--- config.mk ---
export PLATFORM = sky130hd
export DESIGN_NAME = trans_counter_bank
export DESIGN_NICKNAME = d
export VERILOG_FILES = /design/src/rtl/trans_counter_bank_pkg.sv /design/src/rtl/trans_counter_bank_chan.sv /design/src/rtl/trans_counter_bank.sv
export SDC_FILE = /design/constraint.sdc
export NUM_CORES = 1
export LEC_CHECK = 0
export CAP_MARGIN = 30
export CORE_MARGIN = 1.5
export CORE_UTILIZATION = 45
export DETAILED_ROUTE_END_ITERATION = 8
export SLEW_MARGIN = 20
export SYNTH_ARGS = -nofsm -noshare
export SYNTH_HDL_FRONTEND = slang
export SYNTH_HIERARCHICAL = 1
export SYNTH_SLANG_ARGS = --single-unit
--- constraint.sdc ---
create_clock -name clk -period 11.9 [get_ports clk]
set_clock_uncertainty 0.2 [all_clocks]
set_input_delay 1.19 -clock clk [delete_from_list [all_inputs] [get_ports clk]]
set_output_delay 1.19 -clock clk [all_outputs]
set_load 0.05 [all_outputs]
--- src/rtl/trans_counter_bank_pkg.sv ---
// Shared defaults and helpers for the transition-counter bank.
package trans_counter_bank_pkg;

  localparam int DEF_NUM_CH = 5;
  localparam int DEF_ADDR_W = 3;
  localparam int DEF_MON_W  = 32;
  localparam int DEF_CNTR_W = 32;

  localparam bit SAT_MODE  = 1'b1;
  localparam bit WRAP_MODE = 1'b0;

  // Width needed to hold a Hamming distance of 0..mon_w.
  function automatic int popcnt_w(input int mon_w);
    return $clog2(mon_w + 1);
  endfunction

endpackage

--- src/rtl/trans_counter_bank_chan.sv ---
// One monitored channel: sample history, primed flag, Hamming-distance
// accumulator with saturate/wrap overflow handling and sticky overflow flag.
module trans_counter_bank_chan
  import trans_counter_bank_pkg::*;
#(
  parameter int MON_W    = DEF_MON_W,
  parameter int CNTR_W   = DEF_CNTR_W,
  parameter bit SATURATE = SAT_MODE
) (
  input  logic              clk,
  input  logic              reset,
  input  logic [MON_W-1:0]  sample,
  input  logic              valid,
  input  logic              cnt_en,
  input  logic              clr,
  input  logic              wr_en,
  input  logic [CNTR_W-1:0] wr_data,
  output logic [CNTR_W-1:0] cnt,
  output logic              ovf
);

  localparam int PCW = popcnt_w(MON_W);

  logic [MON_W-1:0]  prev_q, prev_d;
  logic              primed_q, primed_d;
  logic [CNTR_W-1:0] cnt_q, cnt_d;
  logic              ovf_q, ovf_d;

  logic [MON_W-1:0]  diff;
  logic [PCW-1:0]    delta;
  logic [CNTR_W:0]   sum;

  always_comb begin
    diff  = prev_q ^ sample;
    delta = '0;
    for (int b = 0; b < MON_W; b++) begin
      delta = delta + PCW'(diff[b]);
    end
    // Extra top bit of sum is the carry that signals overflow.
    sum = {1'b0, cnt_q} + {{(CNTR_W + 1 - PCW){1'b0}}, delta};
  end

  always_comb begin
    prev_d   = prev_q;
    primed_d = primed_q;
    cnt_d    = cnt_q;
    ovf_d    = ovf_q;

    if (valid) begin
      prev_d   = sample;
      primed_d = 1'b1;
      if (primed_q && cnt_en) begin
        if (sum[CNTR_W]) begin
          ovf_d = 1'b1;
          if (SATURATE == WRAP_MODE) begin
            cnt_d = sum[CNTR_W-1:0];
          end else begin
            cnt_d = '1;
          end
        end else begin
          cnt_d = sum[CNTR_W-1:0];
        end
      end
    end

    // Host write replaces any same-cycle increment; history still advances.
    if (wr_en) begin
      cnt_d = wr_data;
      ovf_d = 1'b0;
    end

    if (clr) begin
      prev_d   = '0;
      primed_d = 1'b0;
      cnt_d    = '0;
      ovf_d    = 1'b0;
    end
  end

  always_ff @(posedge clk or posedge reset) begin
    if (reset) begin
      prev_q   <= '0;
      primed_q <= 1'b0;
      cnt_q    <= '0;
      ovf_q    <= 1'b0;
    end else begin
      prev_q   <= prev_d;
      primed_q <= primed_d;
      cnt_q    <= cnt_d;
      ovf_q    <= ovf_d;
    end
  end

  assign cnt = cnt_q;
  assign ovf = ovf_q;

endmodule

--- src/rtl/trans_counter_bank.sv ---
// Bank of NUM_CH toggle counters with a registered read/write port
// addressed by channel index; out-of-range addresses raise addr_err.
module trans_counter_bank
  import trans_counter_bank_pkg::*;
#(
  parameter int NUM_CH   = DEF_NUM_CH,
  parameter int ADDR_W   = DEF_ADDR_W,
  parameter int MON_W    = DEF_MON_W,
  parameter int CNTR_W   = DEF_CNTR_W,
  parameter bit SATURATE = SAT_MODE
) (
  input  logic                    clk,
  input  logic                    reset,
  input  logic [NUM_CH*MON_W-1:0] mon_data,
  input  logic [NUM_CH-1:0]       mon_valid,
  input  logic                    cnt_en,
  input  logic                    clr,
  input  logic [ADDR_W-1:0]       dir,
  input  logic                    wr_en,
  input  logic [CNTR_W-1:0]       wr_data,
  input  logic                    rd_en,
  output logic [CNTR_W-1:0]       rd_data,
  output logic                    rd_valid,
  output logic                    addr_err,
  output logic [NUM_CH-1:0]       ovf
);

  logic              dir_ok;
  logic [NUM_CH-1:0] wr_sel;
  logic [CNTR_W-1:0] cnt_w [NUM_CH];
  logic [CNTR_W-1:0] rd_mux;

  logic [CNTR_W-1:0] rd_data_q, rd_data_d;
  logic              rd_valid_q, rd_valid_d;
  logic              addr_err_q, addr_err_d;

  // Extra bit lets NUM_CH == 2**ADDR_W compare correctly.
  assign dir_ok = ({1'b0, dir} < (ADDR_W + 1)'(NUM_CH));

  for (genvar g = 0; g < NUM_CH; g++) begin : g_chan
    trans_counter_bank_chan #(
      .MON_W    (MON_W),
      .CNTR_W   (CNTR_W),
      .SATURATE (SATURATE)
    ) u_chan (
      .clk     (clk),
      .reset   (reset),
      .sample  (mon_data[g*MON_W +: MON_W]),
      .valid   (mon_valid[g]),
      .cnt_en  (cnt_en),
      .clr     (clr),
      .wr_en   (wr_sel[g]),
      .wr_data (wr_data),
      .cnt     (cnt_w[g]),
      .ovf     (ovf[g])
    );
  end

  always_comb begin
    wr_sel = '0;
    rd_mux = '0;
    for (int i = 0; i < NUM_CH; i++) begin
      if (dir == ADDR_W'(i)) begin
        wr_sel[i] = wr_en;
        rd_mux    = cnt_w[i];
      end
    end
  end

  always_comb begin
    rd_data_d  = rd_data_q;
    rd_valid_d = rd_en;
    addr_err_d = (rd_en || wr_en) && !dir_ok;
    if (rd_en) begin
      rd_data_d = dir_ok ? rd_mux : '0;
    end
  end

  always_ff @(posedge clk or posedge reset) begin
    if (reset) begin
      rd_data_q  <= '0;
      rd_valid_q <= 1'b0;
      addr_err_q <= 1'b0;
    end else begin
      rd_data_q  <= rd_data_d;
      rd_valid_q <= rd_valid_d;
      addr_err_q <= addr_err_d;
    end
  end

  assign rd_data  = rd_data_q;
  assign rd_valid = rd_valid_q;
  assign addr_err = addr_err_q;

endmodule

### Yosys cells after proc, flatten, opt, wreduce, memory -nomap -nowiden

Cells that the tools add are included.

* $lt $le $gt $ge: 1
* shift operators: 0
* equality and inequality tests: 4
* div/mod/pow operators: 0
* $mul: 0
* add/subtract/negate cells: 160
* multiplexer cells: 81
* reduce and logical (&&, ||, !) cells: 39
* bitwise logic cells: 5

Operators with widths (number)
* 2-to-1 mux 32 bit: 41
* adder 6 x 1 -> 6 bit: 150
* adder 32 x 6 -> 33 bit: 5
* XOR 32 bit: 5
* nonzero test 3 bit: 15
* 2-to-1 mux 1 bit: 40
* AND reduction 3 bit: 5
* adder 1 x 1 -> 2 bit: 5
* AND reduction 2 bit: 5
* nonzero test 2 bit: 5
* equality test 3 x 2 -> 1 bit, second input constant: 2
* logical AND 1 bit: 6
* equality test 3 x 1 -> 1 bit, second input constant: 1
* equality test 3 bit, second input constant: 1
* logical NOT 3 bit: 1
* < comparator 3 bit, second input constant: 1
* logical NOT 1 bit: 1
* logical OR 1 bit: 1

* ROM bits: 0
* input bits: 206
* RAM bits: 0
* memories kept: 0
* bits in latches: 0
* flip-flop bits (word level): 364

### Logic depth before layout (Yosys ltp)

* depth in word-level cells: 38
* mapped depth: 27
* depth with buffers taken out: 24

### Modules after synthesis

The synthesis kept the hierarchy.

By module, submodules not included
* trans_counter_bank_chan at g_chan[0].u_chan: cells each 523, instances 1, area an instance 4989.8 um2
* trans_counter_bank_chan at g_chan[2].u_chan: cells each 510, instances 1, area an instance 4863.4 um2
* trans_counter_bank_chan at g_chan[3].u_chan: cells each 505, instances 1, area an instance 4859.7 um2
* trans_counter_bank_chan at g_chan[1].u_chan: cells each 507, instances 1, area an instance 4840.9 um2
* trans_counter_bank_chan at g_chan[4].u_chan: cells each 477, instances 1, area an instance 4825.9 um2
* trans_counter_bank: cells each 368, instances 1, area an instance 3017.9 um2

### Worst setup path before layout

Ideal clock, no wire load.

* path type: input to register
* start: input port mon_data[84]
* end: register g_chan[2].u_chan.cnt_q[26]
* required time: 11.631 ns
* arrival: 7.284 ns
* stages: 24
* library setup time: 0.069 ns
* slack: 4.347 ns
* path buffers: 0
* cells stage by stage: xor2_1 > fa_1 > inv_1 > fa_1 > inv_1 > fa_1 > fa_1 > inv_1 > fa_1 > fa_1 > inv_1 > ha_1 > inv_1 > fa_1 > inv_1 > a21o_1 > a21oi_1 > xnor2_1 > ha_1 > a21oi_1 > o221a_4 > or4_4 > or4_1 > nand3_1

* longest elaborated chain between the ends: 19

RTL lines
* from (decl): line trans_counter_bank.sv:14 `input logic [NUM_CH*MON_W-1:0] mon_data,`
* XOR 32 bit: line trans_counter_bank_chan.sv:34 `diff = prev_q ^ sample;`
* adder 6 x 1 -> 6 bit (12 in series): line trans_counter_bank_chan.sv:37 `delta = delta + PCW'(diff[b]);`
* adder 32 x 6 -> 33 bit: line trans_counter_bank_chan.sv:40 `sum = {1'b0, cnt_q} + {{(CNTR_W + 1 - PCW){1'b0}}, delta};`
* 2-to-1 mux 32 bit: line trans_counter_bank_chan.sv:53 `if (sum[CNTR_W]) begin`
* 2-to-1 mux 32 bit: line trans_counter_bank_chan.sv:52 `if (primed_q && cnt_en) begin`
* 2-to-1 mux 32 bit: line trans_counter_bank_chan.sv:49 `if (valid) begin`
* 2-to-1 mux 32 bit: line trans_counter_bank_chan.sv:67 `if (wr_en) begin`
* 2-to-1 mux 32 bit: line trans_counter_bank_chan.sv:72 `if (clr) begin`
* to (signal assigned): line trans_counter_bank_chan.sv:89 `cnt_q <= cnt_d;`
* to (decl): line trans_counter_bank_chan.sv:26 `logic [CNTR_W-1:0] cnt_q, cnt_d;`

No other way between the ends. The select of a mux whose other input is x is not followed.
A chain may end at the register's enable or synchronous reset.

### Worst setup path after layout

* start: input port mon_data[156]
* end: register g_chan[4].u_chan.cnt_q[31]

* longest elaborated chain between the ends: 11

RTL lines (line)
* XOR 32 bit: trans_counter_bank_chan.sv:34
* adder 6 x 1 -> 6 bit (4 in series): trans_counter_bank_chan.sv:37
* adder 32 x 6 -> 33 bit: trans_counter_bank_chan.sv:40
* 2-to-1 mux 32 bit: trans_counter_bank_chan.sv:53
* 2-to-1 mux 32 bit: trans_counter_bank_chan.sv:52
* 2-to-1 mux 32 bit: trans_counter_bank_chan.sv:49
* 2-to-1 mux 32 bit: trans_counter_bank_chan.sv:67
* 2-to-1 mux 32 bit: trans_counter_bank_chan.sv:72
* to (signal assigned): trans_counter_bank_chan.sv:89
* to (decl): trans_counter_bank_chan.sv:26

No other way between the ends. The select of a mux whose other input is x is not followed.

==> key figures <==
Clock tree
  • H-tree depth: 2
  • Root Buffer: clkbuf_16
  • CTS resizes: 0
  • Clk_lat worst skew: approximately 0.6 ns
  • CTS clock-pin slew for the worst setup and hold paths: 0.06 ns
  • Clock Sinks: 364
  • Post-CTS Hold Buffers: 0
  • TritonCTS buffer count: 46
  • Clk buf depth: 3
  • Setup bufs post-CTS: 0
  • TritonCTS clock tree: built

Finish
  • Filler Cells Inserted: around 5,500
  • Most common cell after layout, fill and taps aside: dfrtp_1
  • Layout area overhead: 17.3%
  • Commonest cells after routing, fill and taps aside: 364 x dfrtp_1, 266 x inv_1, 235 x clkdlybuf4s50_1
  • Register area: slightly above 9000 sq um
  • Layout cells sized above 1: 0.0909
  • Area of the multi-input gates: around 17,000 sq um
  • Layout Nets: 3,481
  • Design Area, Final: 32,100 sq um

Worst setup path
  • CP max stage cell: a41oi_2
  • CP Launch Type: input port
  • Worst stage delay on the critical path: ~0.63 ns
  • Required time worst endpoint: 12.18 ns
  • WP buf/inv: 5
  • Critical path class: input port to register
  • CP Cell Sequence: clkdlybuf4s50_1 > xnor2_1 > fa_1 > fa_1 > inv_1 > fa_1 > fa_1 > inv_1 > fa_1 > inv_1 > fa_1 > ha_1 > fa_1 > a21o_1 > a21oi_1 > xnor2_1 > ha_1 > a21o_1 > a221o_1 > a41oi_2 > buf_4 > o21ai_0 > a32o_1
  • CP Max Fanout: 18
  • CP dominant cell by count: fa_1
  • Crit. End Element: register
  • Critical Path AT: a little under 9 ns
  • CP top delay family: adder cells
  • R2r setup slk: about 4.2 ns

STA
  • Final period util: 0.703
  • Final Hold Viols: 0
  • Max Slew Vio Count: 0
  • Max Fclk: approximately 120 MHz
  • Endpoints failing setup: 0
  • Final Critical Period: 8.37 ns
  • Unrepaired setup endpoints after global routing: false
  • Min Hold Slack: 0.305 ns
  • Worst-Margin Slew: about 1.1 ns
  • Slew HR: 0.298
  • Total negative slack: 0 ns

Route
  • First-iteration detailed-routing DRC count: 1,801
  • Post-route antenna net violation count: 0
  • DRC Markers: 0
  • Vias per inst: roughly 6
  • Total Wirelength: just over 90,000 um
  • Drt pass-1 iters: 6
  • DR WL/cell: roughly 24 um
  • Via Count: between 20,000 and 25,000

Synth
  • Adder-cell share of the synthesized area: 0.123
  • Syn_nets: 3,291
  • Largest family of logic cells by synthesized area: compound AO/OA/AOI/OAI gates
  • Cell area after synthesis: approximately 27,000 sq um
  • Number of synthesized flops with an enable pin: 0
  • Synth Area in XOR/XNOR: 0.0620
  • Register area share after synthesis: 0.332
  • Post-synth cell types: a little under 100
  • Post-synthesis average cell area: around 9.5 sq um
  • Ys flop type: dfrtp_1
  • Synth Area in Simple Gates: 0.139
  • Ys async rst share: 1.00
  • Post-synthesis register bit count: 364
  • Post-synthesis compound-gate area fraction: 0.205
  • YS warnings: 6
  • Multiplexer share of the synthesized area: 0.0738
  • Mapped Cells: roughly 2,900

Power and ir drop
  • Leakage: 14.2 nW
  • Psw: roughly 4.5 mW
  • Combinational fraction of design power: 0.708
  • VDD IR-drop max: roughly 0.00032 V
  • PD cells: between 200 and 300 nW/um^2
  • Clock Power Share: 0.149
  • Sw Ratio: 0.468
  • Power Internal: 5.12 mW
  • Overall power: 9.62 mW
  • Power share of the sequential group: 0.142

Global routing
  • All-Layer GR Usage: 0.299
  • First-pass GRT wire length: about 140,000 um
  • Initial antenna violation count: 7
  • Largest net degree at the start of global routing: between 70 and 80
  • GRT overflow: 0
  • Vias in the first global route: between 20,000 and 25,000

Die
  • Starting Density: 0.455
  • Num ports: approximately 250
  • Area of the core: 60,200 sq um
  • Die area: ~62,000 sq um
  • Die Span Y: about 250 um
  • Site Rows: 90
  • Die W: 250 um

Place
  • GPL Wtd Cong: about 0.96
  • Dpl cell area: ~30,000 sq um
  • Dpl hpwl: 66,700 um
  • Port Buf Inserts: roughly 240

Outcome
  • Status: complete, no violations

Job
  • Total of max-cap violations: 0

Hold path
  • Hold Path Class: register to register
[cell usage after synthesis, types with 44 or more instances]
| cell | number | area share |
|---|---|---|
| o21a_1 | 55 | 0.015 |
| mux2i_1 | 202 | 0.074 |
| o22ai_2 | 59 | 0.027 |
| dfrtp_1 | 364 | 0.33 |
| fa_1 | 125 | 0.091 |
| nand3_1 | 64 | 0.012 |
| nand2_1 | 152 | 0.021 |
| ha_1 | 70 | 0.032 |
| inv_1 | 271 | 0.037 |
| nor2_1 | 237 | 0.032 |
| xor2_1 | 111 | 0.035 |
| clkbuf_1 | 93 | 0.013 |
| a21o_1 | 48 | 0.013 |
| nand4_1 | 44 | 0.010 |
| xnor2_1 | 83 | 0.027 |
| o21ai_0 | 173 | 0.032 |
| a21oi_1 | 117 | 0.021 |
[metal layers]
metal | track usage | routed length, um | up-vias
li1 | - | - | 10642
met1 | 0.416 | 40200 | 11725
met2 | 0.452 | 41200 | 983
met3 | 0.0553 | 7670 | 179
met4 | 0.135 | 4150 | 2
met5 | 0 | 16 | -
[stage by stage]
stage          std cells  utilization  setup WS (ns)
2_1_floorplan       2890            -           4.35
3_3_place_gp        3800        0.503           3.02
3_5_place_dp        3805        0.505           2.88
4_1_cts             3887        0.530           3.53
5_1_grt             3897        0.533           3.08
6_report            3902        0.533           3.53
[power groups by stage]
stage	clock [mW]	combinational, mW	sequential [mW]
2_1_floorplan	0	5.27	1.39
3_5_place_dp	0	6.77	1.39
4_1_cts	1.47	6.83	1.37
3_3_place_gp	0	6.65	1.39
5_1_grt	1.52	7.72	1.38
6_report	1.44	6.82	1.37
[cells by family after synthesis]
| group | count (synthesis) |
|---|---|
| AO/OA/AOI/OAI | 768 |
| XOR/XNOR | 194 |
| adder cells (fa/ha/maj) | 195 |
| buffers and inverters | 422 |
| flip-flops | 364 |
| multiplexers | 202 |
| AND/OR/NAND/NOR | 745 |
[path summary, 6_finish.rpt]
kind / startpoint / to / depth (start not counted)
max in group asynchronous: reset / g_chan[2].u_chan/prev_q[4] / 4
min reg2reg: g_chan[1].u_chan/primed_q / g_chan[1].u_chan/primed_q / 2
max reg2reg: g_chan[4].u_chan/prev_q[28] / g_chan[4].u_chan/cnt[31] / 22
max: mon_data[156] / g_chan[4].u_chan/cnt[31] / 23
min: g_chan[1].u_chan/primed_q / g_chan[1].u_chan/primed_q / 2
min in group asynchronous: reset / addr_err / 2
[sequential cells by signal (all words and copies together), names as in the netlist]
name	flops
addr_err	1
g_chan.u_chan/cnt	160
g_chan.u_chan/ovf	5
g_chan.u_chan/prev_q	160
g_chan.u_chan/primed_q	5
rd_data	32
rd_valid	1
[layout make-up]
cell class | instances | share of cell area
clock inverter | 14 | 0.00420
tap | 782 | 0.0304
clock buffer | 68 | 0.0434
timing repair buffer | 292 | 0.0906
sequential | 364 | 0.283
multi-input combinational | 2104 | 0.516
inverter | 272 | 0.0318
antenna | 6 | 0.000467
[worst min-delay path, cell delays in order, from the launching register on]
cell	delay, ns
dfrtp_1	0.35
nor2_1	0.05
nor2_1	0.07
(Power assumes the default switching activity.)
